### src/rtl/tt_um_emern_frame_sched_if.sv
// Write channel between the SPI frontend (master) and the frame scheduler (slave).
//   wr_valid  frontend write request
//   wr_ready  scheduler can accept a write this cycle
//   wr_addr   shadow register index
//   wr_data   write data, DW bits
interface tt_um_emern_frame_sched_if #(
  parameter int unsigned DW = 14
) ();
  logic          wr_valid;
  logic          wr_ready;
  logic [3:0]    wr_addr;
  logic [DW-1:0] wr_data;

  modport master (output wr_valid, output wr_addr, output wr_data, input wr_ready);
  modport slave  (input wr_valid, input wr_addr, input wr_data, output wr_ready);
endinterface

### src/rtl/tt_um_emern_frame_sched.sv
// Frame-synchronous parameter scheduler.
// Frontend writes go to a shadow register file; a commit request arms a swap
// that copies shadow to the active file on the first rising edge of
// screen_inactive, so the pixel core only ever sees a complete parameter set.
// Ports:
//   clk, rst         clock, asynchronous active-high reset
//   wr               write channel (slave side)
//   commit_req       arm a shadow->active swap
//   irq_ack          clears irq, overrun and addr_err
//   screen_inactive  VGA blanking indicator
//   act_regs         active register file, reg i at [i*DW +: DW]
//   armed            commit pending
//   irq              level interrupt, set on commit completion
//   overrun          sticky: commit_req while already armed
//   addr_err         sticky: write to an index >= NUM_REGS
//   frame_cnt        completed commits, wraps
module tt_um_emern_frame_sched #(
  parameter int unsigned NUM_REGS = 10,
  parameter int unsigned DW       = 14,
  parameter int unsigned FCW      = 8
) (
  input  logic                   clk,
  input  logic                   rst,
  tt_um_emern_frame_sched_if.slave wr,
  input  logic                   commit_req,
  input  logic                   irq_ack,
  input  logic                   screen_inactive,
  output logic [NUM_REGS*DW-1:0] act_regs,
  output logic                   armed,
  output logic                   irq,
  output logic                   overrun,
  output logic                   addr_err,
  output logic [FCW-1:0]         frame_cnt
);

  typedef enum logic [1:0] {IDLE, ARMED, COMMIT} state_e;

  state_e                 state_q, state_d;
  logic                   prev_si_q, prev_si_d;
  logic [NUM_REGS*DW-1:0] shadow_q, shadow_d;
  logic [NUM_REGS*DW-1:0] act_q, act_d;
  logic                   irq_q, irq_d;
  logic                   overrun_q, overrun_d;
  logic                   addr_err_q, addr_err_d;
  logic [FCW-1:0]         frame_cnt_q, frame_cnt_d;

  logic vb_rise;
  logic wr_accept;

  assign vb_rise     = screen_inactive & ~prev_si_q;
  assign wr.wr_ready = (state_q != COMMIT);
  assign wr_accept   = wr.wr_valid & wr.wr_ready;

  always_comb begin
    state_d     = state_q;
    prev_si_d   = screen_inactive;
    shadow_d    = shadow_q;
    act_d       = act_q;
    irq_d       = irq_q;
    overrun_d   = overrun_q;
    addr_err_d  = addr_err_q;
    frame_cnt_d = frame_cnt_q;

    // Acknowledge first so that set events later in this block take priority.
    if (irq_ack) begin
      irq_d      = 1'b0;
      overrun_d  = 1'b0;
      addr_err_d = 1'b0;
    end

    if (wr_accept) begin
      if ({28'd0, wr.wr_addr} < NUM_REGS) begin
        for (int unsigned i = 0; i < NUM_REGS; i++) begin
          if (wr.wr_addr == i[3:0]) shadow_d[i*DW +: DW] = wr.wr_data;
        end
      end else begin
        addr_err_d = 1'b1;
      end
    end

    unique case (state_q)
      IDLE: begin
        if (commit_req) state_d = vb_rise ? COMMIT : ARMED;
      end
      ARMED: begin
        if (commit_req) overrun_d = 1'b1;
        if (vb_rise)    state_d   = COMMIT;
      end
      COMMIT: begin
        // No writes are accepted here, so shadow_q is the complete set.
        act_d       = shadow_q;
        frame_cnt_d = frame_cnt_q + 1'b1;
        irq_d       = 1'b1;
        state_d     = commit_req ? ARMED : IDLE;
      end
      default: state_d = IDLE;
    endcase
  end

  always_ff @(posedge clk or posedge rst) begin
    if (rst) begin
      state_q     <= IDLE;
      prev_si_q   <= 1'b1;
      shadow_q    <= '0;
      act_q       <= '0;
      irq_q       <= 1'b0;
      overrun_q   <= 1'b0;
      addr_err_q  <= 1'b0;
      frame_cnt_q <= '0;
    end else begin
      state_q     <= state_d;
      prev_si_q   <= prev_si_d;
      shadow_q    <= shadow_d;
      act_q       <= act_d;
      irq_q       <= irq_d;
      overrun_q   <= overrun_d;
      addr_err_q  <= addr_err_d;
      frame_cnt_q <= frame_cnt_d;
    end
  end

  assign act_regs  = act_q;
  assign armed     = (state_q == ARMED);
  assign irq       = irq_q;
  assign overrun   = overrun_q;
  assign addr_err  = addr_err_q;
  assign frame_cnt = frame_cnt_q;

endmodule

### src/flat_wrapper.sv
// flat-port wrapper written by rule: the top's interface ports become plain ports
module tt_um_emern_frame_sched_flat 
#(
  parameter int unsigned NUM_REGS = 10,
  parameter int unsigned DW       = 14,
  parameter int unsigned FCW      = 8
)
  (clk, rst, commit_req, irq_ack, screen_inactive, act_regs, armed, irq, overrun, addr_err, frame_cnt, wr_wr_valid, wr_wr_addr, wr_wr_data, wr_wr_ready);
  tt_um_emern_frame_sched_if #(.DW(DW)) wr_i ();
  input  logic clk;
  input  logic rst;
  input  logic commit_req;
  input  logic irq_ack;
  input  logic screen_inactive;
  output logic [NUM_REGS*DW-1:0] act_regs;
  output logic armed;
  output logic irq;
  output logic overrun;
  output logic addr_err;
  output logic [FCW-1:0] frame_cnt;
  input wire logic [$bits(wr_i.wr_valid)-1:0] wr_wr_valid;
  input wire logic [$bits(wr_i.wr_addr)-1:0] wr_wr_addr;
  input wire logic [$bits(wr_i.wr_data)-1:0] wr_wr_data;
  output wire logic [$bits(wr_i.wr_ready)-1:0] wr_wr_ready;
  assign wr_i.wr_valid = wr_wr_valid;
  assign wr_i.wr_addr = wr_wr_addr;
  assign wr_i.wr_data = wr_wr_data;
  assign wr_wr_ready = wr_i.wr_ready;
  tt_um_emern_frame_sched #(.NUM_REGS(NUM_REGS), .DW(DW), .FCW(FCW)) u_core (.clk(clk), .rst(rst), .wr(wr_i), .commit_req(commit_req), .irq_ack(irq_ack), .screen_inactive(screen_inactive), .act_regs(act_regs), .armed(armed), .irq(irq), .overrun(overrun), .addr_err(addr_err), .frame_cnt(frame_cnt));
endmodule
### config.mk
export PLATFORM = sky130hd
export DESIGN_NAME = tt_um_emern_frame_sched_flat
export DESIGN_NICKNAME = d
export VERILOG_FILES = /design/src/rtl/tt_um_emern_frame_sched_if.sv /design/src/rtl/tt_um_emern_frame_sched.sv /design/src/flat_wrapper.sv
export SDC_FILE = /design/constraint.sdc
export NUM_CORES = 1
export LEC_CHECK = 0
export BUFFER_PORTS_ARGS = -buffer_cell sky130_fd_sc_hd__clkbuf_2
export CELL_PAD_IN_SITES_DETAIL_PLACEMENT = 1
export CELL_PAD_IN_SITES_GLOBAL_PLACEMENT = 2
export CORE_UTILIZATION = 40
export DETAILED_ROUTE_END_ITERATION = 7
export PLACE_DENSITY = 0.84
export SYNTH_ARGS = -nofsm -noshare
export SYNTH_HDL_FRONTEND = slang
export SYNTH_SLANG_ARGS = --single-unit
### constraint.sdc
create_clock -name clk -period 19.65 [get_ports clk]
set_input_delay 0.9825 -clock clk [delete_from_list [all_inputs] [get_ports clk]]
set_output_delay 0.9825 -clock clk [all_outputs]
set_load 0.01 [all_outputs]
After elaboration in Yosys (flattened, before gate mapping)
Cells that the tools add are included.
- add/subtract/negate cells: 1
- multipliers: 0
- divide/modulo/power cells: 0
- order comparisons: 1
- equal/unequal tests: 14
- shift operators: 0
- multiplexer cells: 13
- bitwise operators: 3
- reduce and logical (&&, ||, !) cells: 14
- operator list (operator ; count):
    AND reduction 3 bit ; 10
    equality test 4 x 3 -> 1 bit, second input constant ; 4
    2-to-1 mux 1 bit ; 9
    adder 8 x 1 -> 8 bit, second input constant ; 1
    equality test 4 x 2 -> 1 bit, second input constant ; 2
    equality test 4 bit, second input constant ; 2
    2-to-1 mux 2 bit ; 3
    one-hot mux 2 bit (3 select lines) ; 1
    equality test 4 x 1 -> 1 bit, second input constant ; 1
    logical NOT 4 bit ; 1
    < comparator 4 bit, second input constant ; 1
    != test 2 bit, second input constant ; 2
    bitwise AND 1 bit ; 2
    equality test 2 x 1 -> 1 bit, second input constant ; 1
    equality test 2 bit, second input constant ; 1
    logical NOT 2 bit ; 1
    != test 2 x 1 -> 1 bit, second input constant ; 1
    AND reduction 2 bit ; 1
    nonzero test 2 bit ; 1
    NOT 1 bit ; 1
- register bits after elaboration: 294
- bits in latches: 0
- RAM bits: 0
- memory bits (read-only): 0
- input bits: 24
- output and inout port bits: 153
- word-level logic and storage cells: 63
- memories: 0

Depth between registers and ports, before layout
- word-level depth: 5
- depth in mapped cells: 8

Worst setup path before layout
No wires, ideal clock.
- path kind: input port to flip-flop
- start point: in wr_wr_addr[2]
- end point: reg u_core.shadow_q[14]
- library setup time: 0.125 ns
- arrival: 2.247 ns
- required time: 19.525 ns
- setup slack: 17.279 ns
- stages: 4
- buffers on the path: 1
- path through: nor3_1 -> nor3b_1 -> buf_4 -> mux2_2
- cells in the longest elaborated chain, start to end: 2
- RTL lines (what ; line ; source):
    start, declared ; flat_wrapper.sv:22 ; input wire logic [$bits(wr_i.wr_addr)-1:0] wr_wr_addr;
    < comparator 4 bit or equality test 4 x 1 -> 1 bit (tied branches) ; tt_um_emern_frame_sched.sv:72, tt_um_emern_frame_sched.sv:74 ;
    AND reduction 3 bit (no line) * ; -- ;
    end signal, assigned ; tt_um_emern_frame_sched.sv:113 ; shadow_q <= shadow_d;
    end, declared ; tt_um_emern_frame_sched.sv:40 ; logic [NUM_REGS*DW-1:0] shadow_q, shadow_d;
Mark *: on every way between the ends. The rest lies on a longest branch, timed or not.
A chain may end at the register's enable or synchronous reset.

Worst setup path after layout
- start point: reg u_core.state_q[1]
- end point: out wr_wr_ready
- cells in the longest elaborated chain, start to end: 1
- RTL lines (what ; line ; source):
    start, declared ; tt_um_emern_frame_sched.sv:38 ; state_e state_q, state_d;
    start signal, assigned ; tt_um_emern_frame_sched.sv:111 ; state_q <= state_d;
    != test 2 bit ; tt_um_emern_frame_sched.sv:51 ; assign wr.wr_ready = (state_q != COMMIT);
    end, declared ; flat_wrapper.sv:24 ; output wire logic [$bits(wr_i.wr_ready)-1:0] wr_wr_ready;
Every way passes these cells.

==> metrics.md <==
| Metric | Value |
|---|---|
| Cell taking the most area after synthesis | `dfrtp_1` |
| CTS H-tree depth | `1` |
| Fin. Hold Viols | `0` |
| Yosys Warn Count | `0` |
| Synth-to-Final Area Change | `21.0%` |
| Post-CTS Repair Setup Buffers | `0` |
| # nets final | `1148` |
| Cell row count | `60` |
| Crit share post-route | `0.162` |
| Clk slew on worst S/H paths | `0.06 ns` |
| Least-Margin Pin Slew | `1.11 ns` |
| Routed WL | `29.0 mm` |
| Worst skew pair latency | `0.56 ns` |
| Non-filler cells, final | `1520` |
| Pwr dens | `144 mW/mm²` |
| CORE AREA | `0.0272 mm²` |
| Crit Path Max Fanout | `52` |
| CTS resizes | `0` |
| Setup TNS | `0 ns` |
| Initial cell density of the core | `0.410` |
| Post-synth cell types | `29` |
| Fraction of layout cells with a size suffix above 1 | `0.341` |
| RSZ-0062 raised after global routing | `false` |
| Count of input and output buffers | `176` |
| Hold_buf cts | `0` |
| TritonCTS clock tree | `built` |
| Mapped cell area | `0.0112 mm²` |
| Detailed router's first-iteration violation count | `381` |
| Final slew viol count | `0` |
| Die W | `169 µm` |
| Via count of the first global-routing pass | `7943` |
| Cells after synthesis | `967` |
| Post-synthesis sequential area ratio | `0.660` |
| Area contributors post-synth | `dfrtp_1 (66%), nand2_1 (14%), mux2_2 (13%), mux2_4 (1.3%), clkbuf_1 (0.71%)` |
| Post-synth top area share | `0.657` |
| I/O Pins | `177` |
| Critical path type | `reg2out` |
| CTS root buf | `clkbuf_16` |
| Maximum VDD drop | `0.0617 mV` |
| DR vias | `7389` |
| Lkg Pwr | `7.02 nW` |
| Status | `complete, no violations` |
| Critical Path AT | `2.20 ns` |
| Remaining global-route overflow | `0` |
| Final Critical Period | `3.19 ns` |
| Final setup violation count | `0` |
| Routability Congestion | `0.730` |
| Worst setup SP type | `flip-flop` |
| CP required | `18.67 ns` |
| Die ar. | `0.0286 mm²` |
| Synth Register Bits | `294` |
| Max Freq | `314 MHz` |
| Initial antenna violation count | `1` |
| Hold Slack | `0.460 ns` |
| Via/cell ratio | `4.86` |
| Area of the multi-input gates | `0.00357 mm²` |
| GRT Resource Usage Total | `0.211` |
| Avg Cell Area, Syn | `11.5 µm²` |
| DRT Pass-1 Iters | `6` |
| Max Cap Viol | `0` |
| Inserted Diodes | `0` |
| Mapped Nets | `992` |
| Core Util, Final | `0.496` |
| Drt wl/cell | `19.0 µm` |
| Seq. cell area | `0.00736 mm²` |
| Clock sinks | `294` |
| Slew headroom | `0.256` |
| CP Capture Type | `output port` |
| Largest net degree at the start of global routing | `186` |
| Max Buffers Root-to-Sink | `3` |
| DRC errors left | `0` |
| DIE HEIGHT | `169 µm` |
| DP HPWL | `17.5 mm` |
| ANT nets after route | `0` |
| First-pass GRT wire length | `46.5 mm` |
| Placed Instances | `1462` |
| Clock skew | `0.0166 ns` |
| Hold Crit Class | `reg2reg` |
| Num CTS Buffers | `31` |
| Fillcell total | `2967` |
kinds of logic (layout without fill, tap and decap cells):
logic type	Yosys count	after routing	share of synthesized area
flip-flops	294	294	0.660
AND/OR/NAND/NOR	456	456	0.161
multiplexers	140	140	0.145
adder cells (fa/ha/maj)	1	1	0.00112
buffers and inverters	65	246	0.0259
AO/OA/AOI/OAI	4	4	0.00236
XOR/XNOR	7	7	0.00550
state kept, by name (all words and copies together) (netlist names):
| name | flops |
|---|---|
| u_core.act_regs | 140 |
| u_core.addr_err | 1 |
| u_core.frame_cnt | 8 |
| u_core.irq | 1 |
| u_core.overrun | 1 |
| u_core.prev_si_q | 1 |
| u_core.shadow_q | 140 |
| u_core.state_q | 2 |
placed cells by master, fill, tap and decap left out, types with 2 or more instances in the layout:
master	n
buf_4	6
clkbuf_2	176
xnor2_1	7
dfrtp_1	293
o21ai_0	2
nor4bb_4	2
nor2b_1	3
clkbuf_8	6
inv_1	3
bufinv_16	6
clkinvlp_4	2
nand2_1	429
clkbuf_16	31
nor2_1	3
mux2_4	10
clkinv_2	10
mux2_2	130
nand4_1	5
nor3_2	2
nand2b_1	2
layout make-up:
class,count,area share
clock buffer,38,0.0639
clock inverter,20,0.0195
inverter,5,0.00213
multi-input combinational,608,0.264
sequential,294,0.545
tap,372,0.0345
timing repair buffer,183,0.0701
worst max-delay path, cell delays in order (launching register included):
cell and delay (ns):
dfrtp_1 0.41, nor2b_4 0.17, buf_4 0.43, inv_4 0.35, clkbuf_2 0.23
worst paths after layout:
kind                                                 start                          endpoint  slack, ns  cells after the start
min in group asynchronous                              rst    u_core.act_regs[1]$_DFFE_PP0N_       0.57                      2
hold reg to reg            u_core.shadow_q[30]$_DFFE_PP0P_   u_core.act_regs[30]$_DFFE_PP0N_       0.46                      2
hold / removal             u_core.shadow_q[30]$_DFFE_PP0P_   u_core.act_regs[30]$_DFFE_PP0N_       0.46                      2
max in group asynchronous                              rst   u_core.shadow_q[80]$_DFFE_PP0P_      17.53                      3
setup reg to reg             u_core.state_q[1]$_DFFE_PP0P_  u_core.shadow_q[112]$_DFFE_PP0P_      16.79                      5
setup / recovery             u_core.state_q[1]$_DFFE_PP0P_                       wr_wr_ready      16.46                      4
stage by stage:
stage               power (mW)  cell area, µm²  setup WS [ns]
detailed placement        1.33           12400          16.73
finish                    1.95           13500          16.46
floorplan                 1.12           11200          10.55
CTS                       1.97           13500          16.41
global placement          1.30           12400          16.81
global route              2.05           13500          16.32
synth_stat cells:
library cell  count
o32ai_1           1
and4b_1           1
dfstp_2           1
and3_1            1
mux2_2          130
mux2_4           10
nand3_1           1
nor4_2            1
buf_1            20
or4_4             1
nor4bb_1          2
a211oi_1          1
o21ai_0           2
xnor2_1           7
inv_1             5
clkbuf_1         21
dfrtp_1         293
buf_6             3
ha_1              1
buf_2            15
nor2_1            3
nand4_1           5
nor2b_1           4
nand2b_1          2
nand2_1         429
buf_4             1
nor3b_1           2
nor3_1            3
nand3b_1          1
power by group:
part           internal [mW]  switching [mW]
sequential             0.793           0.117
combinational          0.180           0.219
clock                  0.390           0.248
per-layer routing:
| layer | share of wire | vias to the layer above | GRT usage | routed length [µm] |
|---|---|---|---|---|
| met1 | 0.45 | 3817 | 0.287 | 13100 |
| met4 | 0.020 | 0 | 0.0521 | 580 |
| met5 | 0 | - | 0 | 0 |
| met3 | 0.035 | 47 | 0.0262 | 1010 |
| li1 | - | 3382 | - | - |
| met2 | 0.49 | 143 | 0.360 | 14300 |
(Power assumes the default switching activity.)
